$ cat config.mk
export PLATFORM = sky130hd
export DESIGN_NAME = decode_hazard_ctrl
export DESIGN_NICKNAME = d
export VERILOG_FILES = /design/src/rtl/decode_hazard_ctrl_pkg.sv /design/src/rtl/decode_hazard_ctrl_opcode_classifier.sv /design/src/rtl/decode_hazard_ctrl.sv
export SDC_FILE = /design/constraint.sdc
export NUM_CORES = 1
export LEC_CHECK = 0
export CAP_MARGIN = 20
export CORE_ASPECT_RATIO = 2
export CORE_MARGIN = 10
export CORE_UTILIZATION = 29
export DETAILED_ROUTE_END_ITERATION = 8
export PLACE_DENSITY = 0.95
export REMOVE_ABC_BUFFERS = 1
export SETUP_SLACK_MARGIN = 0.15
export SLEW_MARGIN = 10
export SYNTH_ARGS = -nofsm -noshare
export SYNTH_HDL_FRONTEND = slang
export SYNTH_SLANG_ARGS = --single-unit
$ cat constraint.sdc
create_clock -name CPU_CLK -period 5.1 [get_ports CPU_CLK]
set_input_delay 1.02 -clock CPU_CLK [delete_from_list [all_inputs] [get_ports CPU_CLK]]
set_output_delay 1.02 -clock CPU_CLK [all_outputs]
set_load 0.01 [all_outputs]
$ cat src/rtl/decode_hazard_ctrl_pkg.sv
// Shared encodings for the ID-stage hazard controller:
// immediate types, RV32I base opcodes and FSM states.
package decode_hazard_ctrl_pkg;

   localparam logic [2:0] RTYPE = 3'd0;
   localparam logic [2:0] ITYPE = 3'd1;
   localparam logic [2:0] STYPE = 3'd2;
   localparam logic [2:0] BTYPE = 3'd3;
   localparam logic [2:0] UTYPE = 3'd4;
   localparam logic [2:0] JTYPE = 3'd5;

   localparam logic [6:0] OPC_LUI    = 7'b0110111;
   localparam logic [6:0] OPC_AUIPC  = 7'b0010111;
   localparam logic [6:0] OPC_JAL    = 7'b1101111;
   localparam logic [6:0] OPC_JALR   = 7'b1100111;
   localparam logic [6:0] OPC_BRANCH = 7'b1100011;
   localparam logic [6:0] OPC_LOAD   = 7'b0000011;
   localparam logic [6:0] OPC_STORE  = 7'b0100011;
   localparam logic [6:0] OPC_OPIMM  = 7'b0010011;
   localparam logic [6:0] OPC_OP     = 7'b0110011;

   typedef enum logic [1:0] {
      RUN      = 2'd0,
      LDSTALL  = 2'd1,
      REDIRECT = 2'd2
   } state_t;

endpackage

$ cat src/rtl/decode_hazard_ctrl_opcode_classifier.sv
// Combinational opcode classifier: immediate type, illegal
// opcode flag and source-register usage for the ID stage.
module opcode_classifier
   import decode_hazard_ctrl_pkg::*;
(
   input  logic [6:0] i_opcode,
   input  logic       i_valid,
   output logic [2:0] o_imm_type,
   output logic       o_illegal,
   output logic       o_uses_rs1,
   output logic       o_uses_rs2
);

   logic [2:0] w_imm;
   logic       w_known;
   logic       w_rs1;
   logic       w_rs2;

   always_comb begin
      w_imm   = RTYPE;
      w_known = 1'b1;
      w_rs1   = 1'b1;
      w_rs2   = 1'b0;
      case (i_opcode)
         OPC_LUI, OPC_AUIPC: begin
            w_imm = UTYPE;
            w_rs1 = 1'b0;
         end
         OPC_JAL: begin
            w_imm = JTYPE;
            w_rs1 = 1'b0;
         end
         OPC_JALR, OPC_LOAD, OPC_OPIMM: w_imm = ITYPE;
         OPC_STORE: begin
            w_imm = STYPE;
            w_rs2 = 1'b1;
         end
         OPC_BRANCH: begin
            w_imm = BTYPE;
            w_rs2 = 1'b1;
         end
         OPC_OP:  w_rs2 = 1'b1;
         default: w_known = 1'b0;
      endcase
   end

   assign o_imm_type = w_imm;
   assign o_illegal  = i_valid & ~w_known;
   assign o_uses_rs1 = i_valid & w_rs1;
   assign o_uses_rs2 = i_valid & w_rs2;

endmodule

$ cat src/rtl/decode_hazard_ctrl.sv
// ID-stage hazard controller: load-use stalls and redirect flushes.
// Optional performance counters are built with PERF_CNT_EN.
module decode_hazard_ctrl
   import decode_hazard_ctrl_pkg::*;
(
   input  logic        CPU_CLK,
   input  logic        CPU_RST,
   input  logic [31:0] InstD,
   input  logic        ValidD,
   input  logic        MemReadE,
   input  logic [4:0]  RdE,
   input  logic        RedirectE,
   output logic [2:0]  ImmTypeD,
   output logic        IllegalD,
   output logic        StallF,
   output logic        StallD,
   output logic        FlushD,
   output logic        FlushE,
   output logic [31:0] StallCnt,
   output logic [31:0] FlushCnt
);

   state_t r_state;
   state_t w_next;
   logic   w_uses_rs1;
   logic   w_uses_rs2;
   logic   w_load_use;
   logic   w_stall;
   logic   w_flush_d;
   logic   w_flush_e;
   logic   w_unused;

   assign w_unused = ^{InstD[31:25], InstD[14:7]};

   opcode_classifier u_cls (
      .i_opcode   (InstD[6:0]),
      .i_valid    (ValidD),
      .o_imm_type (ImmTypeD),
      .o_illegal  (IllegalD),
      .o_uses_rs1 (w_uses_rs1),
      .o_uses_rs2 (w_uses_rs2)
   );

   assign w_load_use = MemReadE && (RdE != 5'd0) &&
      ((w_uses_rs1 && (RdE == InstD[19:15])) ||
       (w_uses_rs2 && (RdE == InstD[24:20])));

   always_ff @(posedge CPU_CLK) begin
      if (CPU_RST) r_state <= RUN;
      else         r_state <= w_next;
   end

   // Redirect always wins over a load-use hazard.
   always_comb begin
      w_next    = RUN;
      w_stall   = 1'b0;
      w_flush_d = 1'b0;
      w_flush_e = 1'b0;
      unique case (r_state)
         RUN: begin
            if (RedirectE) begin
               w_flush_d = 1'b1;
               w_flush_e = 1'b1;
               w_next    = REDIRECT;
            end else if (w_load_use) begin
               w_stall   = 1'b1;
               w_flush_e = 1'b1;
               w_next    = LDSTALL;
            end
         end
         LDSTALL: begin
            if (RedirectE) begin
               w_flush_d = 1'b1;
               w_flush_e = 1'b1;
               w_next    = REDIRECT;
            end else begin
               w_stall   = 1'b1;
               w_flush_e = 1'b1;
            end
         end
         REDIRECT: begin
            w_flush_d = 1'b1;
            if (RedirectE) begin
               w_flush_e = 1'b1;
               w_next    = REDIRECT;
            end
         end
         default: w_next = RUN;
      endcase
      if (CPU_RST) begin
         w_next    = RUN;
         w_stall   = 1'b0;
         w_flush_d = 1'b0;
         w_flush_e = 1'b0;
      end
   end

   assign StallF = w_stall;
   assign StallD = w_stall;
   assign FlushD = w_flush_d;
   assign FlushE = w_flush_e;

`ifdef PERF_CNT_EN
   logic [31:0] r_stall_cnt;
   logic [31:0] r_flush_cnt;

   always_ff @(posedge CPU_CLK) begin
      if (CPU_RST) begin
         r_stall_cnt <= 32'd0;
         r_flush_cnt <= 32'd0;
      end else begin
         if (w_stall && (r_stall_cnt != 32'hFFFFFFFF))
            r_stall_cnt <= r_stall_cnt + 32'd1;
         if ((w_flush_d || w_flush_e) &&
             (r_flush_cnt != 32'hFFFFFFFF))
            r_flush_cnt <= r_flush_cnt + 32'd1;
      end
   end

   assign StallCnt = r_stall_cnt;
   assign FlushCnt = r_flush_cnt;
`else
   assign StallCnt = 32'd0;
   assign FlushCnt = 32'd0;
`endif

endmodule

==> metrics.cfg, run 1 <==
[outcome]
status=finished clean

[timing]
finalHoldViolCount=0
finalCritPeriodShare=0.8151
final.setup.worst_slack_ns=0.9430
timing.fmax_ghz=0.2406
fin_tns_setup_ns=0
maxSlewViolCount=0
holdWs_ns=0.6579
fin_skew_ns=0.001665
rsz0062_at_grt=no
setup_viol=0
fin_crit_ns=4.157

[cells_and_area]
area_delta_synth_final_pct=18.07
top_register=r_state
final_area_um2=1104
layout_commonest_cell=conb_1
final_util=0.3496
diodes=0
drive_above_1_share=0.03750
reg_top3=r_state (2)
largest_register_ffs=2
fillCellCount=334
layout_common_cells=64 x conb_1, 34 x clkdlybuf4s50_1, 7 x xor2_1
finalNetCount=208
fin_cells=191

[synthesis]
synthMuxAreaShare=0
synth_compound_area_frac=0.1299
synth_top_family_by_area=buffers and inverters
synth_adder_area_share=0.05355
yosysTopAreaCell=buf_4
ys_top_cells_by_area=buf_4 52%, xor2_1 6.6%, ha_1 5.4%
netlist_area_um2=934.6
synth-seq-area-share=0.04284
synthXorXnorAreaFrac=0.08434
ys_seq_elements=2
yosysTopAreaCellShare=0.5221
synthCells=125
ys_types=31
yosys.area_share.simple=0.1432
yosys_warnings=0
avgSynthCellArea_um2=7.477

[worst_setup_path]
r2r_slack_ns=3.89
cpPeakStageDelay_ns=0.59
worst-path-max-fanout=3
required_ns=4.08
cpMostUsedCell=clkdlybuf4s50_1
crit_family=buffers and inverters
cp-end-kind=primary output
cp.buffers_inverters=2
cp_cell_sequence=clkdlybuf4s50_1, xor2_1, nor4_1, nand3_1, a31oi_1, clkdlybuf4s50_1
slowest_stage=clkdlybuf4s50_1
criticalPathCategory=in2out
worstSetupStartpointType=input pin
arrival_ns=3.14

[clock_network]
cts_max_level=1
post-cts-setup-buffers=0
clockRootBuffer=clkbuf_8
post_cts_resize_count=0
ctsHoldBuffers=0
clkLatencyLatePin_ns=0.21
cts.sinks=2
clkTransAtPathRegs_ns=0.03
cts_tree=yes
numCtsBuffers=3
cts_max_path_buffers=2

[die]
ioPinCount=114
chipWidth_um=60.14
die_h_um=100.3
start_util=0.2961
coreArea_um2=3157
rows=29
die-area_um2=6031

[place]
placed_area_um2=1062
hpwl_um=2312
place_congestion=0.7518
post-place-ws_ns=0.9077
dp_cells=188
io_buffers=34

[global_routing]
grt_pass1_wl_um=3346
grt_pass1_vias=829
grt_max_degree=8
grt-ovfl-total=0
track_usage=0.06715
antenna_found_initial=0

[pwr]
finalPower_mw=0.1500
power_density_nw_per_um2=135.9
peakVddDrop_mv=0.1076
p_leak_nw=0.5245

[routing]
drt_iter0_markers=9
vias_per_cell=3.969
antenna_left=0
dr.pass1.iters=4
vias=758
wl_per_cell_um=12.74
wl_um=2433
drc=0

[worst_hold_path]
min_path_type=reg2reg

[job]
maxCapViolations=0

==> power by group <==
part	internal (mW)	switching, mW	leakage [nW]
Combinational	0.0304	0.0423	0.487
Sequential	0.0163	0.000667	0.0164
Clock	0.0497	0.0106	0.0216
==> layout make-up <==
type / instances / area (µm²) / share of cell area
Clock buffer: 3 / 41.29 / 0.03741
Inverter: 5 / 18.77 / 0.01701
Multi-Input combinational cell: 116 / 624.3 / 0.5658
Sequential cell: 2 / 40.04 / 0.03628
Tap cell: 31 / 38.79 / 0.03515
Timing Repair Buffer: 34 / 340.3 / 0.3084
==> layer usage <==
layer  up-vias  share of wire  GRT usage
met3         0           0.22    0.04551
met2        80           0.43     0.1139
met1       323           0.35    0.06802
met4         0              0   0.005208
li1        355              -          -
met5         -              0          0
==> synthesized netlist by cell type <==
cell,count
buf_4,65
xor2_1,7
nor2_1,6
inv_1,5
ha_1,4
nor2b_1,3
nor3_1,3
a21oi_1,2
a31oi_1,2
dfxtp_1,2
nand2_1,2
nand4_1,2
o21ai_0,2
o311a_1,2
xnor2_1,2
a2111oi_2,1
a211o_1,1
a211oi_1,1
a21boi_1,1
a32o_1,1
and2_1,1
and3_1,1
conb_1,1
nand3_1,1
nand3_2,1
nand4b_1,1
nor4_1,1
o21a_1,1
o31ai_2,1
or3_1,1
or3b_1,1
==> worst reg2reg max path: stages (launching register included) <==
cell and delay (ns):
dfxtp_1 0.34, inv_1 0.10, ha_1 0.18, o311a_1 0.25, nand4_1 0.11, a21boi_1 0.16
==> worst paths after layout <==
kind | startpoint | endpoint | cells past startpoint
worst max-delay path | RdE[4] | StallF | 6
worst max register to register | r_state[1]$_SDFF_PP0_ | r_state[0]$_SDFF_PP0_ | 5
worst min-delay path | r_state[0]$_SDFF_PP0_ | r_state[1]$_SDFF_PP0_ | 2
worst min register to register | r_state[0]$_SDFF_PP0_ | r_state[1]$_SDFF_PP0_ | 2
==> cells by family after synthesis <==
kind of cell	count (synthesis)
buffers and inverters	70
AND/OR/NAND/NOR	24
AO/OA/AOI/OAI	15
XOR/XNOR	9
adder cells (fa/ha/maj)	4
flip-flops	2
other	1
Power figures use the tool's default switching activity.
==> run 2, diff against run 1 <==
--- a/config.mk
+++ b/config.mk
@@ -8,9 +8,9 @@
 export CAP_MARGIN = 20
 export CORE_ASPECT_RATIO = 2
 export CORE_MARGIN = 10
-export CORE_UTILIZATION = 29
+export CORE_UTILIZATION = 27
 export DETAILED_ROUTE_END_ITERATION = 8
-export PLACE_DENSITY = 0.95
+export PLACE_DENSITY = 0.93
 export REMOVE_ABC_BUFFERS = 1
 export SETUP_SLACK_MARGIN = 0.15
 export SLEW_MARGIN = 10
==> constraint.sdc (replaced) <==
create_clock -name CPU_CLK -period 4.1 [get_ports CPU_CLK]
set_input_delay 0.82 -clock CPU_CLK [delete_from_list [all_inputs] [get_ports CPU_CLK]]
set_output_delay 0.82 -clock CPU_CLK [all_outputs]
set_load 0.01 [all_outputs]
==> run 2 against run 1 <==
  * Sequential share of layout area about the same
  * Combinational power increased by 25%
  * Register-to-register slack got worse by 1.0 ns
  * Clock skew increased by 0.0029 ns
  * Clock power increased by 34%
  * First-iteration DRC count decreased by 56%
  * Via count increased by 0.66%
  * Worst hold slack improved by 0.0062 ns
  * Sequential cell count unchanged
==> metrics.cfg, run 2 (same netlist as run 1, synthesis figures left out) <==
[timing]
finalHoldViolCount=0  ; unchanged
finalCritPeriodShare=0.8990
setup_viol=0  ; unchanged
timing.fmax_ghz=0.2713
fin_crit_ns=3.686
fin_tns_setup_ns=0  ; unchanged
maxSlewViolCount=0  ; unchanged
rsz0062_at_grt=no  ; unchanged
fin_skew_ns=0.004519  ; was 0.001665 ns

[cells_and_area]
layout_common_cells=64 x conb_1, 34 x clkdlybuf4s50_1, 7 x xor2_1  ; unchanged
largest_register_ffs=2  ; unchanged
reg_top3=r_state (2)  ; unchanged
fillCellCount=386  ; was 334
regArea_um2=40.04  ; unchanged
finalNetCount=209  ; was 208
diodes=0  ; unchanged
drive_above_1_share=0.04348  ; was 0.03750
top_register=r_state  ; unchanged
area_delta_synth_final_pct=19.01  ; was 18.07%
final_area_um2=1112  ; was 1104 µm²
layout_commonest_cell=conb_1  ; unchanged
final_util=0.3293  ; was 0.3496
multi_input_area_um2=624.3  ; unchanged

[place]
place_congestion=0.7249  ; was 0.7518
hpwl_um=2424  ; was 2312 µm
io_buffers=34  ; unchanged
placed_area_um2=1071  ; was 1062 µm²

[worst_setup_path]
cp-end-kind=primary output  ; unchanged
worst-path-max-fanout=3  ; unchanged
cp-startpoint=RdE[4]  ; unchanged
criticalPathCategory=in2out  ; unchanged
arrival_ns=2.87  ; was 3.14 ns
r2r_start=r_state[1]$_SDFF_PP0_  ; unchanged
required_ns=3.28  ; was 4.08 ns
worstSetupStartpointType=input pin  ; unchanged

[clock_network]
clkLatencyLatePin_ns=0.22  ; was 0.21 ns
cts_tree=yes  ; unchanged
cts_max_level=1  ; unchanged
ctsHoldBuffers=0  ; unchanged
clkTransAtPathRegs_ns=0.03  ; about the same
clockRootBuffer=clkbuf_8  ; unchanged
cts.sinks=2  ; unchanged
cts_max_path_buffers=2  ; unchanged
numCtsBuffers=3  ; unchanged
post_cts_resize_count=0  ; unchanged
post-cts-setup-buffers=0  ; unchanged

[die]
coreArea_um2=3378  ; was 3157 µm²
chipWidth_um=61.61  ; was 60.14 µm
die_h_um=103.2  ; was 100.3 µm
rows=30  ; was 29
start_util=0.2767  ; was 0.2961
die-area_um2=6358  ; was 6031 µm²
ioPinCount=114  ; unchanged

[global_routing]
antenna_found_initial=0  ; unchanged
grt_pass1_wl_um=3422  ; was 3346 µm
grt_use_met1=0.06516  ; was 0.06802
grt_use_met2=0.1199  ; was 0.1139
grt_max_degree=8  ; unchanged
grt_pass1_vias=816  ; was 829
grt-busiest-layer=met2  ; unchanged
grt-ovfl-total=0  ; unchanged
track_usage=0.06973  ; was 0.06715
grt_use_met3=0.03667  ; was 0.04551

[pwr]
p_leak_nw=0.5299  ; was 0.5245 nW
finalPower_mw=0.1928  ; was 0.1500 mW
power_density_nw_per_um2=173.3  ; was 135.9 nW/µm²
peakVddDrop_mv=0.09216  ; was 0.1076 mV

[worst_hold_path]
min_from=r_state[0]$_SDFF_PP0_  ; unchanged
min_path_type=reg2reg  ; unchanged

[routing]
drc=0  ; unchanged
vias=763  ; was 758
drt_iter0_markers=4  ; was 9
antenna_left=0  ; unchanged
vias_per_cell=3.953  ; was 3.969
dr.pass1.iters=3  ; was 4
wl_um=2570  ; was 2433 µm
wl_per_cell_um=13.32  ; was 12.74 µm

[job]
maxCapViolations=0  ; unchanged

[outcome]
status=finished clean  ; unchanged

run 2: worst max-delay path: stages:
cell and delay [ns]:
clkdlybuf4s50_1 0.48, xor2_1 0.19, nor4_1 0.38, nand3_1 0.16
a31oi_1 0.25, clkdlybuf4s50_1 0.58
run 2: stage by stage:
step | setup slack, ns | instances | hold slack [ns]
after floorplan | 1.427 | 123 | 0.6116
after global placement | 0.3665 | 190 | 0.6421
after detailed placement | 0.3626 | 190 | 0.6869
after CTS | 0.3626 | 193 | 0.6790
after global routing | 0.1940 | 193 | 0.7254
final | 0.4142 | 193 | 0.6641
run 2: cell type report:
| cell class | count | area share |
|---|---|---|
| clock buffer | 3 | 0.03712 |
| timing repair buffer | 35 | 0.3127 |
| multi-input combinational | 116 | 0.5613 |
| tap | 32 | 0.03600 |
| sequential | 2 | 0.03600 |
| inverter | 5 | 0.01687 |
run 2: routing by layer:
metal / routed length [µm] / share of wire / vias to the layer above
met4: 22 / 0.0086 / 0
met1: 947 / 0.37 / 321
met3: 488 / 0.19 / 2
met5: 0 / 0 / -
met2: 1113 / 0.43 / 80
li1: - / - / 360
run 2: final timing paths:
kind	endpoint	slack, ns	cells after the start
setup / recovery	StallF	0.41	6
hold / removal	r_state[1]$_SDFF_PP0_	0.66	2
setup reg to reg	r_state[0]$_SDFF_PP0_	2.86	5
hold reg to reg	r_state[1]$_SDFF_PP0_	0.66	2
run 2: report_power, final:
part | total [mW] | leakage [nW] | switching (mW) | internal (mW)
Clock | 0.0807 | 0.0216 | 0.0183 | 0.0623
Sequential | 0.0210 | 0.0164 | 0.000765 | 0.0203
Combinational | 0.0911 | 0.492 | 0.0529 | 0.0381
Total | 0.193 | 0.530 | 0.0720 | 0.121
